[src/rtl/bitwise_frame_accum.sv]
// rtl/bitwise_frame_accum.sv - folds per-beat bitwise ops (OR/AND/XOR/XNOR) across a frame into one handshaked result word
module bitwise_frame_accum #(
  parameter int WIDTH = 16,
  parameter int CNT_W = 8
) (
  input  logic             clk,
  input  logic             rst_n,
  input  logic             in_valid,
  output logic             in_ready,
  input  logic [WIDTH-1:0] in_x,
  input  logic [WIDTH-1:0] in_y,
  input  logic [1:0]       in_op,
  input  logic             in_first,
  input  logic             in_last,
  output logic             out_valid,
  input  logic             out_ready,
  output logic [WIDTH-1:0] out_data,
  output logic             out_any,
  output logic [CNT_W-1:0] out_count,
  output logic             restart_err
);

  localparam logic [1:0] OP_OR   = 2'b00;
  localparam logic [1:0] OP_AND  = 2'b01;
  localparam logic [1:0] OP_XOR  = 2'b10;
  localparam logic [1:0] OP_XNOR = 2'b11;

  localparam logic [CNT_W-1:0] CNT_ONE = CNT_W'(1);
  localparam logic [CNT_W-1:0] CNT_MAX = '1;

  typedef enum logic {
    S_IDLE,
    S_ACCUM
  } state_e;

  function automatic logic [WIDTH-1:0] apply_op(
    input logic [1:0]       op,
    input logic [WIDTH-1:0] a,
    input logic [WIDTH-1:0] b
  );
    logic [WIDTH-1:0] res;
    case (op)
      OP_OR:   res = a | b;
      OP_AND:  res = a & b;
      OP_XOR:  res = a ^ b;
      OP_XNOR: res = ~(a ^ b);
      default: res = a | b;
    endcase
    return res;
  endfunction

  state_e           r_state;
  logic [1:0]       r_op;
  logic [WIDTH-1:0] r_acc;
  logic [CNT_W-1:0] r_count;
  logic [WIDTH-1:0] r_out_data;
  logic [CNT_W-1:0] r_out_count;
  logic             r_out_valid;
  logic             r_restart_err;

  logic             w_accept;
  logic             w_start;
  logic             w_restart;
  logic             w_done;
  logic             w_drain;
  logic [1:0]       w_op;
  logic [WIDTH-1:0] w_beat;
  logic [WIDTH-1:0] w_acc_next;
  logic [CNT_W-1:0] w_cnt_next;

  // Stall only while a finished result is blocked; this also stalls non-last beats.
  assign in_ready  = !(r_out_valid && !out_ready);
  assign w_accept  = in_valid && in_ready;
  assign w_restart = w_accept && in_first && (r_state == S_ACCUM);
  assign w_start   = w_accept && (in_first || (r_state == S_IDLE));
  assign w_done    = w_accept && in_last;
  assign w_drain   = r_out_valid && out_ready;

  assign w_op   = w_start ? in_op : r_op;
  assign w_beat = apply_op(w_op, in_x, in_y);

  assign w_acc_next = w_start ? w_beat : apply_op(r_op, r_acc, w_beat);
  assign w_cnt_next = w_start ? CNT_ONE :
                      (r_count == CNT_MAX) ? r_count : r_count + CNT_ONE;

  always_ff @(posedge clk or negedge rst_n) begin
    if (!rst_n) begin
      r_state       <= S_IDLE;
      r_op          <= OP_OR;
      r_acc         <= '0;
      r_count       <= '0;
      r_out_data    <= '0;
      r_out_count   <= '0;
      r_out_valid   <= 1'b0;
      r_restart_err <= 1'b0;
    end else begin
      r_restart_err <= w_restart;

      if (w_accept) begin
        r_acc   <= w_acc_next;
        r_count <= w_cnt_next;
        if (w_start) begin
          r_op <= in_op;
        end
        r_state <= w_done ? S_IDLE : S_ACCUM;
      end

      // A completion on the draining edge takes priority so the slot stays full.
      if (w_done) begin
        r_out_data  <= w_acc_next;
        r_out_count <= w_cnt_next;
        r_out_valid <= 1'b1;
      end else if (w_drain) begin
        r_out_valid <= 1'b0;
      end
    end
  end

  assign out_valid   = r_out_valid;
  assign out_data    = r_out_data;
  assign out_count   = r_out_count;
  assign out_any     = |r_out_data;
  assign restart_err = r_restart_err;

endmodule

[config.mk]
export PLATFORM = sky130hd
export DESIGN_NAME = bitwise_frame_accum
export DESIGN_NICKNAME = d
export VERILOG_FILES = /design/src/rtl/bitwise_frame_accum.sv
export SDC_FILE = /design/constraint.sdc
export NUM_CORES = 1
export LEC_CHECK = 0
export CAP_MARGIN = 15
export CORE_AREA = 8 8 98 100
export DETAILED_ROUTE_END_ITERATION = 8
export DIE_AREA = 0 0 106 108
export DONT_BUFFER_PORTS = 1
export PLACE_DENSITY_LB_ADDON = 0.3
export SLEW_MARGIN = 20
export SYNTH_ARGS = -nofsm -noshare
export SYNTH_HDL_FRONTEND = slang
export SYNTH_SLANG_ARGS = --single-unit
[constraint.sdc]
create_clock -name clk -period 4.84 [get_ports clk]
set_input_delay 0.726 -clock clk [delete_from_list [all_inputs] [get_ports clk]]
set_output_delay 0.726 -clock clk [all_outputs]
set_load 0.1 [all_outputs]
After elaboration in Yosys (flattened, before gate mapping). Index checks and enable logic that the tools add are counted.

Bits in registers: 53. Latch bits: 0. Memory bits (writable): 0. ROM bits: 0. Output and inout port bits: 28. Word-level logic and storage cells: 48. Memories kept: 0.

Add/subtract/negate cells: 1. Multipliers: 0. Div/mod/pow operators: 0. $lt $le $gt $ge: 0. Equality and inequality tests: 7. Shifts and indexed selects: 0. Muxes and demuxes: 9. Bitwise gates (word level): 9. Reductions and logical operators: 14.

Operators with widths (count): $pmux W16 S4 (2); $and A16 B16 Y16 (2); $not A16 Y16 (2); $or A16 B16 Y16 (2); $xor A16 B16 Y16 (2); $mux W16 (1); $mux W8 (2); $reduce_or A16 Y1 (1); $add A8 B1 Y8 const B (1); $eq A2 B2 Y1 const B (4); $eq A8 B8 Y1 const B (1); $logic_and A1 B1 Y1 (7); $eq A2 B1 Y1 const B (2); $logic_not A2 Y1 (2); $mux W1 (3); $logic_not A1 Y1 (2); $mux W2 (1); $reduce_bool A2 Y1 (1); $logic_or A1 B1 Y1 (1); $not A1 Y1 (1).

Depth between registers and ports, before layout.
Depth after elaboration: 12. Depth in mapped cells: 15. Mapped depth without buffers: 13.

Worst setup path after synthesis. No wires, ideal clock.

Path kind: register to register. Start: register r_out_valid (netlist: out_valid). End: register r_out_data[11] (netlist: out_data[11]). Arrival: 3.851 ns. Path slack: 0.863 ns. Cell stages (with the launch flop): 13. Cells stage by stage: dfrtp_1 nand2b_4 buf_6 clkbuf_1 a31oi_1 a21oi_1 o21ai_0 a22o_1 ha_1 a211oi_1 a211oi_1 a21o_1 mux2_2.

Cells in the longest elaborated chain, start to end: 11.

RTL lines: from (decl) (line 58) `logic r_out_valid;`; from (signal assigned) (line 94) `r_out_valid <= 1'b0;`; from (signal assigned) (line 112) `r_out_valid <= 1'b1;`; from (signal assigned) (line 114) `r_out_valid <= 1'b0;`; $logic_and A1 B1 Y1 (*) (line 72) `assign in_ready = !(r_out_valid && !out_ready);`; $logic_not A1 Y1 (*) (line 72); net in_ready (line 9) `output logic in_ready,`; $logic_and A1 B1 Y1 (*) (line 73) `assign w_accept = in_valid && in_ready;`; $logic_and A1 B1 Y1 (line 75) `assign w_start = w_accept && (in_first || (r_state == S_IDLE));`; $mux W2; $eq A2 B2 Y1, or another cell as far along (line 42) `case (op)`; $pmux W16 S4 (line 42); $xor A16 B16 Y16 (line 45, 46); $not A16 Y16 (line 46) `OP_XNOR: res = ~(a ^ b);`; $pmux W16 S4 (line 42); $mux W16 (line 82) `assign w_acc_next = w_start ? w_beat : apply_op(r_op, r_acc, w_beat);`; to (signal assigned) (line 110) `r_out_data <= w_acc_next;`; to (decl) (line 56) `logic [WIDTH-1:0] r_out_data;`.

Mark *: on every way through the listed nets, which the timed path passes. The rest lies on a longest branch. A chain may end at the register's enable or synchronous reset.

Worst setup path after layout.
Start: register r_out_valid (netlist: out_valid). End: register r_acc[5].

Cells in the longest elaborated chain, start to end: 11.

RTL lines: $logic_and A1 B1 Y1 (*) (line 72); $logic_not A1 Y1 (*) (line 72); net in_ready (line 9); $logic_and A1 B1 Y1 (*) (line 73); $logic_and A1 B1 Y1 (line 75); $mux W2; $eq A2 B2 Y1, or another cell as far along (line 42); $pmux W16 S4 (line 42); $xor A16 B16 Y16 (line 45, 46); $not A16 Y16 (line 46); $pmux W16 S4 (line 42); $mux W16 (line 82); to (signal assigned) (line 100) `r_acc <= w_acc_next;`; to (decl) (line 54) `logic [WIDTH-1:0] r_acc;`.

Marks and branches as above.

==> impl_results.md <==
* Number of setup violations in the final report at 0
* Die Span Y at 108 um
* Minimum setup slack in the final design at 1.04 ns
* Post-Syn Nets at 724
* Fill count at 681
* Largest net degree at the start of global routing at 75
* WP data required at 5.04 ns
* Total of buffers placed on input and output ports at 0
* Sinks on the clock net at 53
* Worst path slowest cell: sky130_fd_sc_hd__nand2b_4
* FF+latch count, synth at 53
* Sum of routed wire length over all layers at 12600 um
* Avg Cell Area, Syn at 8.23 um2
* Terminus of the critical flop-to-flop path: r_acc[5]$_DFFE_PN0N_
* Worst-margin pin slew at 1.03 ns
* Maximum level of the CTS H-tree at 2
* DP Cell Count at 688
* F_max at 263 MHz
* Area of the core at 8050 um2
* Gate Count Post-Synth at 619
* Total half-perimeter wirelength after legalization and detailed placement at 9010 um
* Setup repair after global routing missed its margin: false
* Category of the worst setup path launch point: register
* Slew margin rel. at 31.4%
* Post-route cell area at 5210 um2
* Number of synthesis warnings at 0
* Path type of the worst setup path: register to register
* Number of nets in the layout at 695
* Worst Path Max Fanout at 19
* Die Area at 11400 um2
* Initial antenna violation count at 0
* Peak VDD IR at 0.351 mV
* Number of DRC markers after the initial detailed-route iteration at 367
* Worst Hold Class: input pin to asynchronous set/reset pin
* Register area share after synthesis at 26.0%
* Family with the most delay on the worst path: multiplexers
* Share of post-route cells with drive strength above 1 at 10.3%
* Buffering stage count on the worst path with inverters included at 3
* Clock-pin slew of the registers on the worst-case setup and hold paths at 0.11 ns
* Max_cap viols at 0
* LEAKAGE at 2.50 nW
* Worst setup path endpoint: r_acc[5]$_DFFE_PN0N_
* GRT Overall Usage at 22.2%
* Site Rows at 33
* Peak per-stage delay on the critical path at 0.43 ns
* TritonCTS buffer count at 5
* Post-CTS setup buffer count at 0
* Series of cell instances along the critical path: buf_4, nand2b_4, and3_1, mux2i_4, buf_4, inv_4, mux2_4, mux2_2, ha_1, nor2b_1, o21ai_0, o311ai_0, o21a_1, mux2_2
* Max Buffers Root-to-Sink at 2
* Synth area leader: sky130_fd_sc_hd__dfrtp_1
* Final cell count without fillers at 695
* Part of the cycle the worst path needs at 78.4%
* Final slew viol count at 0
* Wirelength per Cell at 18.1 um
* Number of buffers inserted for hold repair after clock tree synthesis at 0
* Buffer cell driving the clock tree root: sky130_fd_sc_hd__clkbuf_8
* R2r setup slk at 1.04 ns
* Routability Congestion at 0.894
* Worst-case clock skew at 0.0160 ns
* Wire length of the first global-routing pass at 21100 um
* Total overflow reported by the global router at 0
* Post-cts sizing count at 0
* Tmin final at 3.80 ns
* Die Span X at 106 um
* DRC errors left at 0
* Initial cell density of the core at 63.3%
* Number of nets still failing antenna checks after routing at 0
* Post-synthesis cell type count at 38
* Levels on crit path at 14
* Top library cells by usage in the layout, fill and taps aside: 65 x sky130_fd_sc_hd__inv_1, 65 x sky130_fd_sc_hd__ha_1, 56 x sky130_fd_sc_hd__o21ai_0, 52 x sky130_fd_sc_hd__dfrtp_1, 50 x sky130_fd_sc_hd__nand2_1
* Vias in the first global route at 4330
* Status: completed
* Final count of hold timing violations at 0
* Cell area after synthesis at 5100 um2
* Fraction of synthesized cell area taken by the top area cell type at 26.0%
* Post-DR vias/cell at 6.31
* Final antenna diode count at 0
* Top-level I/O count at 68
* Power density over the cells at 523 nW/um2
* Number of cells on the worst reg-to-reg path at 14
* Cell area reported after detailed placement at 5110 um2
* Later-pin clock latency in the skew report at 0.31 ns
* CTS tree: yes
* Sum of negative setup slack at 0 ns
* Top area cells in the synthesized netlist: sky130_fd_sc_hd__dfrtp_1 26%, sky130_fd_sc_hd__ha_1 16%, sky130_fd_sc_hd__mux2_2 8.2%
* Relative area change from synthesis to final layout at 2.26%
* First element of the critical path: out_valid$_DFFE_PN0P_
* Worst flop-to-flop path startpoint: out_valid$_DFFE_PN0P_
* Setup Slack @ Placement at 0.915 ns
* Number of detailed-route iterations in the first pass at 5
* Capturing element type of the critical path: register
* Crit path DAT at 3.99 ns
* Total via count after detailed routing at 4384
==> worst reg2reg max path, delay by kind of cell (launching register included) <==
kind | cells | cell delay [ns]
and+or+nand+nor | 3 | 0.83
AOI/OAI and AO/OA | 3 | 0.48
adders and majority gates | 1 | 0.27
muxes | 4 | 1.09
DFF | 1 | 0.37
buffers and inverters | 3 | 0.65
==> logic make-up (layout without fill, tap and decap cells) <==
family,Yosys count,count (layout),synth area share [%]
mux,52,52,11.8
fa+ha+maj,65,65,16.0
flops,53,53,26.0
buf+inv,111,82,8.62
simple gates,141,141,12.6
xor+xnor,3,3,0.516
compound gates,194,194,24.5
==> through the flow <==
| step | utilization (%) | hold WS (ns) | power [mW] |
|---|---|---|---|
| after floorplan | - | 0.430 | 2.20 |
| after global placement | 63.4 | 0.433 | 2.35 |
| after detailed placement | 63.4 | 0.433 | 2.43 |
| after CTS | 64.7 | 0.0844 | 2.73 |
| after global routing | 64.7 | 0.0781 | 2.92 |
| final | 64.7 | 0.0944 | 2.73 |
==> how the worst min path moves through the flow <==
stage / from / to / slack [ns] / cells past startpoint
finish: rst_n / out_data[7]$_DFFE_PN0P_ / 0.09 / 0
global route: rst_n / out_data[12]$_DFFE_PN0P_ / 0.08 / 0
CTS: rst_n / r_count[0]$_DFFE_PN0N_ / 0.08 / 0
detailed placement: rst_n / out_valid$_DFFE_PN0P_ / 0.43 / 0
global placement: rst_n / out_data[14]$_DFFE_PN0P_ / 0.43 / 0
floorplan: rst_n / out_count[0]$_DFFE_PN0P_ / 0.43 / 0
==> cell usage after synthesis <==
master,instances
sky130_fd_sc_hd__ha_1,65
sky130_fd_sc_hd__inv_1,65
sky130_fd_sc_hd__o21ai_0,56
sky130_fd_sc_hd__dfrtp_1,53
sky130_fd_sc_hd__nand2_1,50
sky130_fd_sc_hd__nor2_1,45
sky130_fd_sc_hd__mux2_2,37
sky130_fd_sc_hd__a21oi_1,36
sky130_fd_sc_hd__clkbuf_1,33
sky130_fd_sc_hd__a211oi_1,30
sky130_fd_sc_hd__a21o_1,15
sky130_fd_sc_hd__a22o_1,14
sky130_fd_sc_hd__and2_1,13
sky130_fd_sc_hd__a22oi_1,12
sky130_fd_sc_hd__a31oi_1,12
sky130_fd_sc_hd__o31a_1,11
sky130_fd_sc_hd__mux2i_1,10
sky130_fd_sc_hd__nor2b_1,8
sky130_fd_sc_hd__nand3_1,7
sky130_fd_sc_hd__and3_1,6
sky130_fd_sc_hd__buf_1,6
sky130_fd_sc_hd__buf_2,4
sky130_fd_sc_hd__mux2_4,4
sky130_fd_sc_hd__nor4_1,4
sky130_fd_sc_hd__o311ai_0,4
sky130_fd_sc_hd__nand4_1,3
sky130_fd_sc_hd__xor2_1,3
sky130_fd_sc_hd__buf_6,2
sky130_fd_sc_hd__o21a_1,2
sky130_fd_sc_hd__and4_1,1
sky130_fd_sc_hd__inv_4,1
sky130_fd_sc_hd__mux2i_4,1
sky130_fd_sc_hd__nand2b_1,1
sky130_fd_sc_hd__nand2b_4,1
sky130_fd_sc_hd__nor3_1,1
sky130_fd_sc_hd__o22a_1,1
sky130_fd_sc_hd__o31ai_1,1
sky130_fd_sc_hd__or3_1,1
==> registers in the layout, summed over array words and instances, names as in the netlist <==
name and cells:
r_acc 16, restart_err 1, r_state 1, r_count 8, out_valid 1, r_op 2, out_count 8, out_data 16
==> area by class of cell <==
type / instances / area (um2) / area share (%)
flip-flops and latches: 53 / 1330 / 25.5
inverters: 66 / 250 / 4.80
repair buffers: 9 / 67.6 / 1.30
well taps: 105 / 131 / 2.52
clock buffers: 5 / 68.8 / 1.32
multi-input cells: 455 / 3330 / 63.9
clock inverters: 2 / 35.0 / 0.672
==> routing by layer <==
| layer | global-route usage [%] | vias up | share of wire, % |
|---|---|---|---|
| met1 | 26.6 | 2112 | 42 |
| met3 | 6.54 | 24 | 8.4 |
| met2 | 37.8 | 135 | 47 |
| met4 | 7.04 | 0 | 2.0 |
| met5 | 0 | - | 0 |
| li1 | - | 2113 | - |
==> power breakdown <==
part	switching [mW]	internal (mW)	leakage, nW
clock network	0.150	0.151	0.0540
registers	0.824	0.599	0.639
logic	0.530	0.473	1.81
total	1.50	1.22	2.50
Power figures use the tool's default switching activity.
